File: src/rtl/cpu_pkg.sv
// Shared CPU package: operation and state encodings used by the control
// unit and the iterative multiply sequencer.
//   mul_op_t    : 2-bit M-extension multiply op as decoded from funct3
//   mul_state_t : sequencer state encoding
package cpu_pkg;

  typedef enum logic [1:0] {
    MUL      = 2'b00,  // low half of product
    MULH     = 2'b01,  // signed x signed, high half
    MULHU    = 2'b10,  // unsigned x unsigned, high half
    MUL_RSVD = 2'b11   // reserved, executes as MUL
  } mul_op_t;

  typedef enum logic [1:0] {
    IDLE = 2'b00,
    RUN  = 2'b01,
    FIX  = 2'b10,
    DONE = 2'b11
  } mul_state_t;

endpackage

File: src/rtl/mul_seq.sv
// Iterative shift-add multiplier for mul / mulh / mulhu.
// One product bit is retired per RUN cycle; a FIX cycle applies the sign
// correction and selects the product half, then DONE pulses for writeback.
// Ports:
//   clk, rst_n     clock, asynchronous active-low reset
//   start, op, a, b  request and operands, sampled in IDLE
//   flush          abort an in-flight operation
//   stall          combinational pipeline freeze
//   busy           high in RUN and FIX
//   done           registered one-cycle completion pulse
//   result         registered product half, held until the next completion
module mul_seq
  import cpu_pkg::*;
#(
  parameter int WIDTH = 32
) (
  input  logic             clk,
  input  logic             rst_n,
  input  logic             start,
  input  logic [1:0]       op,
  input  logic [WIDTH-1:0] a,
  input  logic [WIDTH-1:0] b,
  input  logic             flush,
  output logic             stall,
  output logic             busy,
  output logic             done,
  output logic [WIDTH-1:0] result
);

  localparam int CW = $clog2(WIDTH) + 1;

  mul_state_t         state, next_state;
  mul_op_t            op_q;
  logic [WIDTH-1:0]   mcand, mplier;
  logic [2*WIDTH-1:0] prod, prod_fix;
  logic [CW-1:0]      cnt;
  logic               neg;

  logic               accept, last_iter, fix_ok;
  logic [WIDTH-1:0]   a_mag, b_mag, addend;
  logic [WIDTH:0]     sum;

  assign accept    = (state == IDLE) & start & ~flush;
  assign last_iter = (cnt == CW'(WIDTH - 1));
  assign fix_ok    = (state == FIX) & ~flush;

  // Operand magnitudes, partial-sum adder and final sign correction.
  // 2^(WIDTH-1) negated is itself, which is the correct unsigned magnitude.
  always_comb begin
    a_mag    = a;
    b_mag    = b;
    addend   = {WIDTH{1'b0}};
    prod_fix = prod;
    if (mul_op_t'(op) == MULH) begin
      a_mag = a[WIDTH-1] ? (~a + {{(WIDTH-1){1'b0}}, 1'b1}) : a;
      b_mag = b[WIDTH-1] ? (~b + {{(WIDTH-1){1'b0}}, 1'b1}) : b;
    end else begin
      a_mag = a;
      b_mag = b;
    end
    if (mplier[0]) begin
      addend = mcand;
    end else begin
      addend = {WIDTH{1'b0}};
    end
    if (neg) begin
      prod_fix = ~prod + {{(2*WIDTH-1){1'b0}}, 1'b1};
    end else begin
      prod_fix = prod;
    end
  end

  // Carry-out of the upper-half add becomes the new product MSB on shift.
  assign sum = {1'b0, prod[2*WIDTH-1:WIDTH]} + {1'b0, addend};

  // State register.
  always_ff @(posedge clk or negedge rst_n) begin
    if (!rst_n) begin
      state <= IDLE;
    end else begin
      state <= next_state;
    end
  end

  // Next-state logic; flush in RUN or FIX abandons the operation.
  always_comb begin
    next_state = state;
    case (state)
      IDLE: begin
        if (accept) next_state = RUN;
        else        next_state = IDLE;
      end
      RUN: begin
        if (flush)          next_state = IDLE;
        else if (last_iter) next_state = FIX;
        else                next_state = RUN;
      end
      FIX: begin
        if (flush) next_state = IDLE;
        else       next_state = DONE;
      end
      DONE:    next_state = IDLE;
      default: next_state = IDLE;
    endcase
  end

  // Status outputs; stall covers the request cycle so the core freezes at once.
  always_comb begin
    stall = 1'b0;
    busy  = 1'b0;
    case (state)
      IDLE: begin
        stall = accept;
        busy  = 1'b0;
      end
      RUN, FIX: begin
        stall = 1'b1;
        busy  = 1'b1;
      end
      DONE: begin
        stall = 1'b0;
        busy  = 1'b0;
      end
      default: begin
        stall = 1'b0;
        busy  = 1'b0;
      end
    endcase
  end

  // Datapath: operand capture, shift-add iterations, sign fix-up.
  always_ff @(posedge clk or negedge rst_n) begin
    if (!rst_n) begin
      op_q   <= MUL;
      mcand  <= {WIDTH{1'b0}};
      mplier <= {WIDTH{1'b0}};
      prod   <= {(2*WIDTH){1'b0}};
      cnt    <= {CW{1'b0}};
      neg    <= 1'b0;
    end else if (accept) begin
      op_q   <= mul_op_t'(op);
      mcand  <= a_mag;
      mplier <= b_mag;
      prod   <= {(2*WIDTH){1'b0}};
      cnt    <= {CW{1'b0}};
      neg    <= (mul_op_t'(op) == MULH) ? (a[WIDTH-1] ^ b[WIDTH-1]) : 1'b0;
    end else if ((state == RUN) && !flush) begin
      prod   <= {sum, prod[WIDTH-1:1]};
      mplier <= {1'b0, mplier[WIDTH-1:1]};
      cnt    <= cnt + CW'(1);
    end else if (fix_ok) begin
      prod   <= prod_fix;
    end
  end

  // Registered completion pulse and result; a flushed FIX leaves result alone.
  always_ff @(posedge clk or negedge rst_n) begin
    if (!rst_n) begin
      done   <= 1'b0;
      result <= {WIDTH{1'b0}};
    end else begin
      done <= fix_ok;
      if (fix_ok) begin
        if ((op_q == MULH) || (op_q == MULHU)) result <= prod_fix[2*WIDTH-1:WIDTH];
        else                                   result <= prod_fix[WIDTH-1:0];
      end
    end
  end

endmodule

File: config.mk
export PLATFORM = sky130hd
export DESIGN_NAME = mul_seq
export DESIGN_NICKNAME = d
export VERILOG_FILES = /design/src/rtl/cpu_pkg.sv /design/src/rtl/mul_seq.sv
export SDC_FILE = /design/constraint.sdc
export NUM_CORES = 1
export LEC_CHECK = 0
export ABC_AREA = 1
export BUFFER_PORTS_ARGS = -buffer_cell sky130_fd_sc_hd__buf_2
export CORE_MARGIN = 4
export CORE_UTILIZATION = 26
export CTS_CLUSTER_DIAMETER = 200
export DETAILED_ROUTE_END_ITERATION = 8
export GPL_ROUTABILITY_DRIVEN = 1
export PLACE_DENSITY = 0.49
export RECOVER_POWER = 100
export SLEW_MARGIN = 20
export SYNTH_ARGS = -nofsm -noshare
export SYNTH_HDL_FRONTEND = slang
export SYNTH_SLANG_ARGS = --single-unit
File: constraint.sdc
create_clock -name clk -period 4.91 [get_ports clk]
set_input_delay 0.982 -clock clk [delete_from_list [all_inputs] [get_ports clk]]
set_output_delay 0.982 -clock clk [all_outputs]
set_load 0.02 [all_outputs]
# After elaboration in Yosys (flattened, before gate mapping)
# Index checks and enable logic that the tools add are counted.
[totals]
elab_cells = 59
out_inout_bits = 35
reg_bits = 172
[classes]
n_bitwise = 8
n_addsub = 5
n_reduce_logical = 8
eq_ne = 7
n_mux = 22
[op_table]
columns = ["cell", "count"]
rows = [
  ["$mux W32", 8],
  ["$mux W64", 4],
  ["$add A32 B1 Y32 const B", 2],
  ["$add A64 B1 Y64 const B", 1],
  ["$not A32 Y32", 2],
  ["$not A64 Y64", 1],
  ["$add A32 B32 Y33", 1],
  ["$mux W6", 2],
  ["$pmux W2 S4", 1],
  ["$add A6 B1 Y6 const B", 1],
  ["$eq A2 B1 Y1 const B", 3],
  ["$eq A2 B2 Y1 const B", 3],
  ["$eq A6 B5 Y1 const B", 1],
  ["$mux W2", 3],
  ["$reduce_or A2 Y1", 2],
  ["$and A1 B1 Y1", 3],
  ["$pmux W1 S3", 1],
  ["$reduce_bool A3 Y1", 1],
  ["$logic_not A2 Y1", 1],
  ["$mux W1", 2],
  ["$pmux W1 S2", 1],
  ["$reduce_bool A2 Y1", 1],
  ["$logic_and A1 B1 Y1", 1],
  ["$logic_not A1 Y1", 1],
  ["other kinds (3)", 3],
]

# Depth between registers and ports, before layout
[depth]
word_depth = 6
mapped_depth = 19

# Least setup slack after synthesis
# Ideal clock, no wire load.
[synth_timing]
kind = "input -> output"
startpoint = "input flush"
endpoint = "output stall"
arrival_time_ns = 1.960
path_stages = 5
slack_ns = 1.968
required_time_ns = 3.928
path_cell_list = "nor3_4 inv_1 clkbuf_1 clkbuf_1 nand2_1"
[synth_via]
elab_chain_cells = 3
[synth_rtl]
columns = ["element", "line", "text"]
rows = [
  ["start, declared", "mul_seq.sv:23", "input logic flush,"],
  ["$not A1 Y1", "mul_seq.sv:43", "assign accept = (state == IDLE) & start & ~flush;"],
  ["$and A1 B1 Y1", "mul_seq.sv:43", ""],
  ["$pmux W1 S3", "mul_seq.sv:111", "case (state)"],
  ["end, declared", "mul_seq.sv:24", "output logic stall,"],
]
# No other way between the ends.

# Worst setup path in the final report
[layout_timing]
startpoint = "input flush"
endpoint = "register mplier[0]"
[layout_via]
elab_chain_cells = 3
elab_cells_between_ends = 6
classes_between = "1 x mux; 2 x bitwise; 3 x reduce/logical"
[layout_rtl]
columns = ["element", "line", "text"]
rows = [
  ["$not A1 Y1 or $logic_not A1 Y1 (tied branches)", "mul_seq.sv:43, mul_seq.sv:147", ""],
  ["$and A1 B1 Y1 or $logic_and A1 B1 Y1 (tied branches)", "mul_seq.sv:43, mul_seq.sv:147", ""],
  ["$mux W32 or $reduce_bool A2 Y1 (tied branches)", "--", ""],
  ["end signal, assigned", "mul_seq.sv:136", "mplier <= {WIDTH{1'b0}};"],
  ["end signal, assigned", "mul_seq.sv:143", "mplier <= b_mag;"],
  ["end signal, assigned", "mul_seq.sv:149", "mplier <= {1'b0, mplier[WIDTH-1:1]};"],
  ["end, declared", "mul_seq.sv:34", "logic [WIDTH-1:0] mcand, mplier;"],
]
# Parallel ways exist; a longest one is shown, timed or not.
# A chain may end at the register's enable or synchronous reset.

==> run_results.csv <==
group,metric,value,unit
status,status,"finished, violations left",
status,violations,"max-capacitance violations, max-slew violations",
clock_tree,cts_sinks,172,
detailed_routing,wl_per_cell,16.23,um
detailed_routing,wl,50.76,mm
die,dieHeight,241.5,um
sta,worstMarginPinSlew,2.893,ns
sta,fin_tns_setup,0,ns
die,die-area,0.05833,mm2
logic_synthesis,seq_area_frac_synth,30.36,%
detailed_routing,detail-route-antenna-nets,0,
die,die_x,241.5,um
sta,relSlewSlack,-92.86,%
die,io_pins,105,
worst_setup_path,crit_path_end_kind,"register",
job,timing.max_cap.violations,4,
worst_setup_path,cp.required,5.24,ns
sta,hold_viol_final,0,
clock_tree,cts_tree,"yes",
clock_tree,cts_root_buffer,"clkbuf_16",
clock_tree,cts_buffers,17,
finish,seqCellArea,0.004305,mm2
detailed_routing,drtIter0Drc,1329,
finish,multi_input_area,0.008263,mm2
logic_synthesis,syn_nets,2471,
global_routing,grt_pass1_vias,14510,
hold_path,min_path_type,"register to register",
finish,syn2layout_area_growth,12.56,%
finish,fillers,6099,
detailed_routing,drc_errors,0,
global_routing,grt_pass1_wl,80.40,mm
logic_synthesis,ys_seq_elements,172,
logic_synthesis,synth_cell_type_count,39,
finish,final_common_cell,"nand2_1",
power,p_per_area,415.8,mW/mm2
finish,layout_common_cells,"nand2_1, inv_1, nand3_1",
worst_setup_path,path_class,"input port to register",
global_routing,grt-ovfl-total,0,
place,dp_hpwl,38.66,mm
finish,final_area,0.01596,mm2
detailed_routing,via_per_inst,4.801,
place,pre_cts_slack,0.7793,ns
sta,hold-worst-slack,0.4816,ns
clock_tree,clk_path_buf_depth,2,
clock_tree,clock_latency,0.47,ns
die,initial_utilization,26.30,%
worst_setup_path,critPathMaxFanout,51,
clock_tree,cts_resized,0,
logic_synthesis,netlist_area,0.01418,mm2
sta,finClkSkew,0.01742,ns
sta,setup_viol,0,
global_routing,antenna_found_initial,1,
sta,fin_ws,0.5476,ns
sta,grt_setup_unrepaired,"false",
worst_setup_path,cp-start-kind,"input port",
worst_setup_path,arrival,4.70,ns
global_routing,grtUsageTotal,17.06,%
sta,fmax,229.2,MHz
global_routing,grt_max_degree,93,
clock_tree,clk_pin_slew_worst_paths,0.07,ns
die,core_area,0.05392,mm2
clock_tree,htreeDepth,4,
sta,final-max-slew-violation-count,265,
finish,drive_gt1_share,5.348,%
logic_synthesis,synthCells,2361,
sta,period_needed,4.362,ns
power,ir_worst_vdd,0.2884,mV
clock_tree,holdBufCountCts,0,
place,portBuffers,104,
detailed_routing,via_count,15020,
power,p_leak,8.527,nW
clock_tree,cts_setup_buffers,0,
detailed_routing,firstDrtPassIters,5,
power,p_total,0.006636,W
die,fp-row-count,85,
sta,post-route-period-util,88.85,%
logic_synthesis,synth_warnings,0,
finish,finalNetCount,2528,
logic_synthesis,synth.avg_cell_area,6.005,um2
place,placed_area,0.01538,mm2
place,place.gp.congestion,0.9229,
final timing paths:
path / startpoint / endpoint / slack (ns) / cells past startpoint
max in group asynchronous: rst_n / prod[50]$_DFFE_PN0P_ / 1.39 / 2
setup reg to reg: state[1]$_DFF_PN0_ / mplier[0]$_DFFE_PN0P_ / 0.58 / 7
setup / recovery: flush / mplier[0]$_DFFE_PN0P_ / 0.55 / 7
hold / removal: result[16]$_DFFE_PN0P_ / result[16]$_DFFE_PN0P_ / 0.48 / 2
hold reg to reg: result[16]$_DFFE_PN0P_ / result[16]$_DFFE_PN0P_ / 0.48 / 2
min in group asynchronous: rst_n / result[11]$_DFFE_PN0P_ / 1.13 / 1
cells in the mapped netlist, drive strengths merged:
master,n,share of area (%)
nand2,837,22
inv,338,8.9
nand3,281,9.9
nor2,223,6.1
dfrtp,172,30
o21ai,167,5.9
clkbuf,56,1.5
xor2,49,3.0
a21oi,45,1.6
ha,39,3.4
nand4,26,1.1
buf,23,0.77
nor3,16,0.64
o22ai,16,0.71
or2,12,0.53
o211ai,10,0.53
xnor2,9,0.56
nand3b,6,0.32
nor4,6,0.26
o21bai,5,0.26
and2,4,0.18
o31ai,4,0.21
a31oi,3,0.13
o221ai,3,0.19
a22oi,2,0.11
a32o,2,0.14
clkinv,2,0.053
o21a,2,0.11
and3,1,0.044
fa,1,0.14
o41ai,1,0.062
registers in the layout, indices dropped and copies added, names as in the netlist:
signal	cells
op_q	2
cnt	6
prod	64
done	1
mcand	32
mplier	32
state	2
result	32
neg	1
layout make-up:
| class | instances | area share (%) |
|---|---|---|
| tap | 696 | 5.457 |
| sequential | 172 | 26.98 |
| clock buffer | 19 | 2.775 |
| clock inverter | 13 | 1.474 |
| antenna | 1 | 0.01568 |
| multi-input combinational | 1770 | 51.78 |
| timing repair buffer | 117 | 3.528 |
| inverter | 340 | 7.997 |
per-layer routing:
metal	vias up	share of wire (%)	track usage [%]
met5	-	0	0
met4	0	1.9	4.388
li1	7583	-	-
met3	59	5.0	2.559
met2	413	44	27.28
met1	6963	49	24.19
power by group:
group,total [W],internal [W],switching (W)
combinational,0.00290,0.000894,0.00200
sequential,0.00210,0.00172,0.000386
clock,0.00164,0.000973,0.000664
total,0.00664,0.00358,0.00305
cells by family (layout without fill, tap and decap cells):
group,Yosys count,count (layout),synth area share (%)
compound gates,260,260,9.928
other cells,0,1,0
simple gates,1412,1412,41.30
buf+inv,419,489,11.25
fa+ha+maj,40,40,3.583
xor+xnor,58,58,3.583
flops,172,172,30.36
through the flow:
stage               util [%]  cells
floorplan                  -   2361
global placement       28.53   3095
detailed placement     28.53   3095
CTS                    29.78   3127
global route           29.60   3128
finish                 29.60   3128
critical path, cell delays in order:
cell and delay [ns]:
clkbuf_1 0.08, inv_1 0.10, nand2_4 0.16, inv_1 0.13
clkbuf_1 2.06, o21ai_0 0.75, o221ai_1 0.42
(Power assumes the default switching activity.)
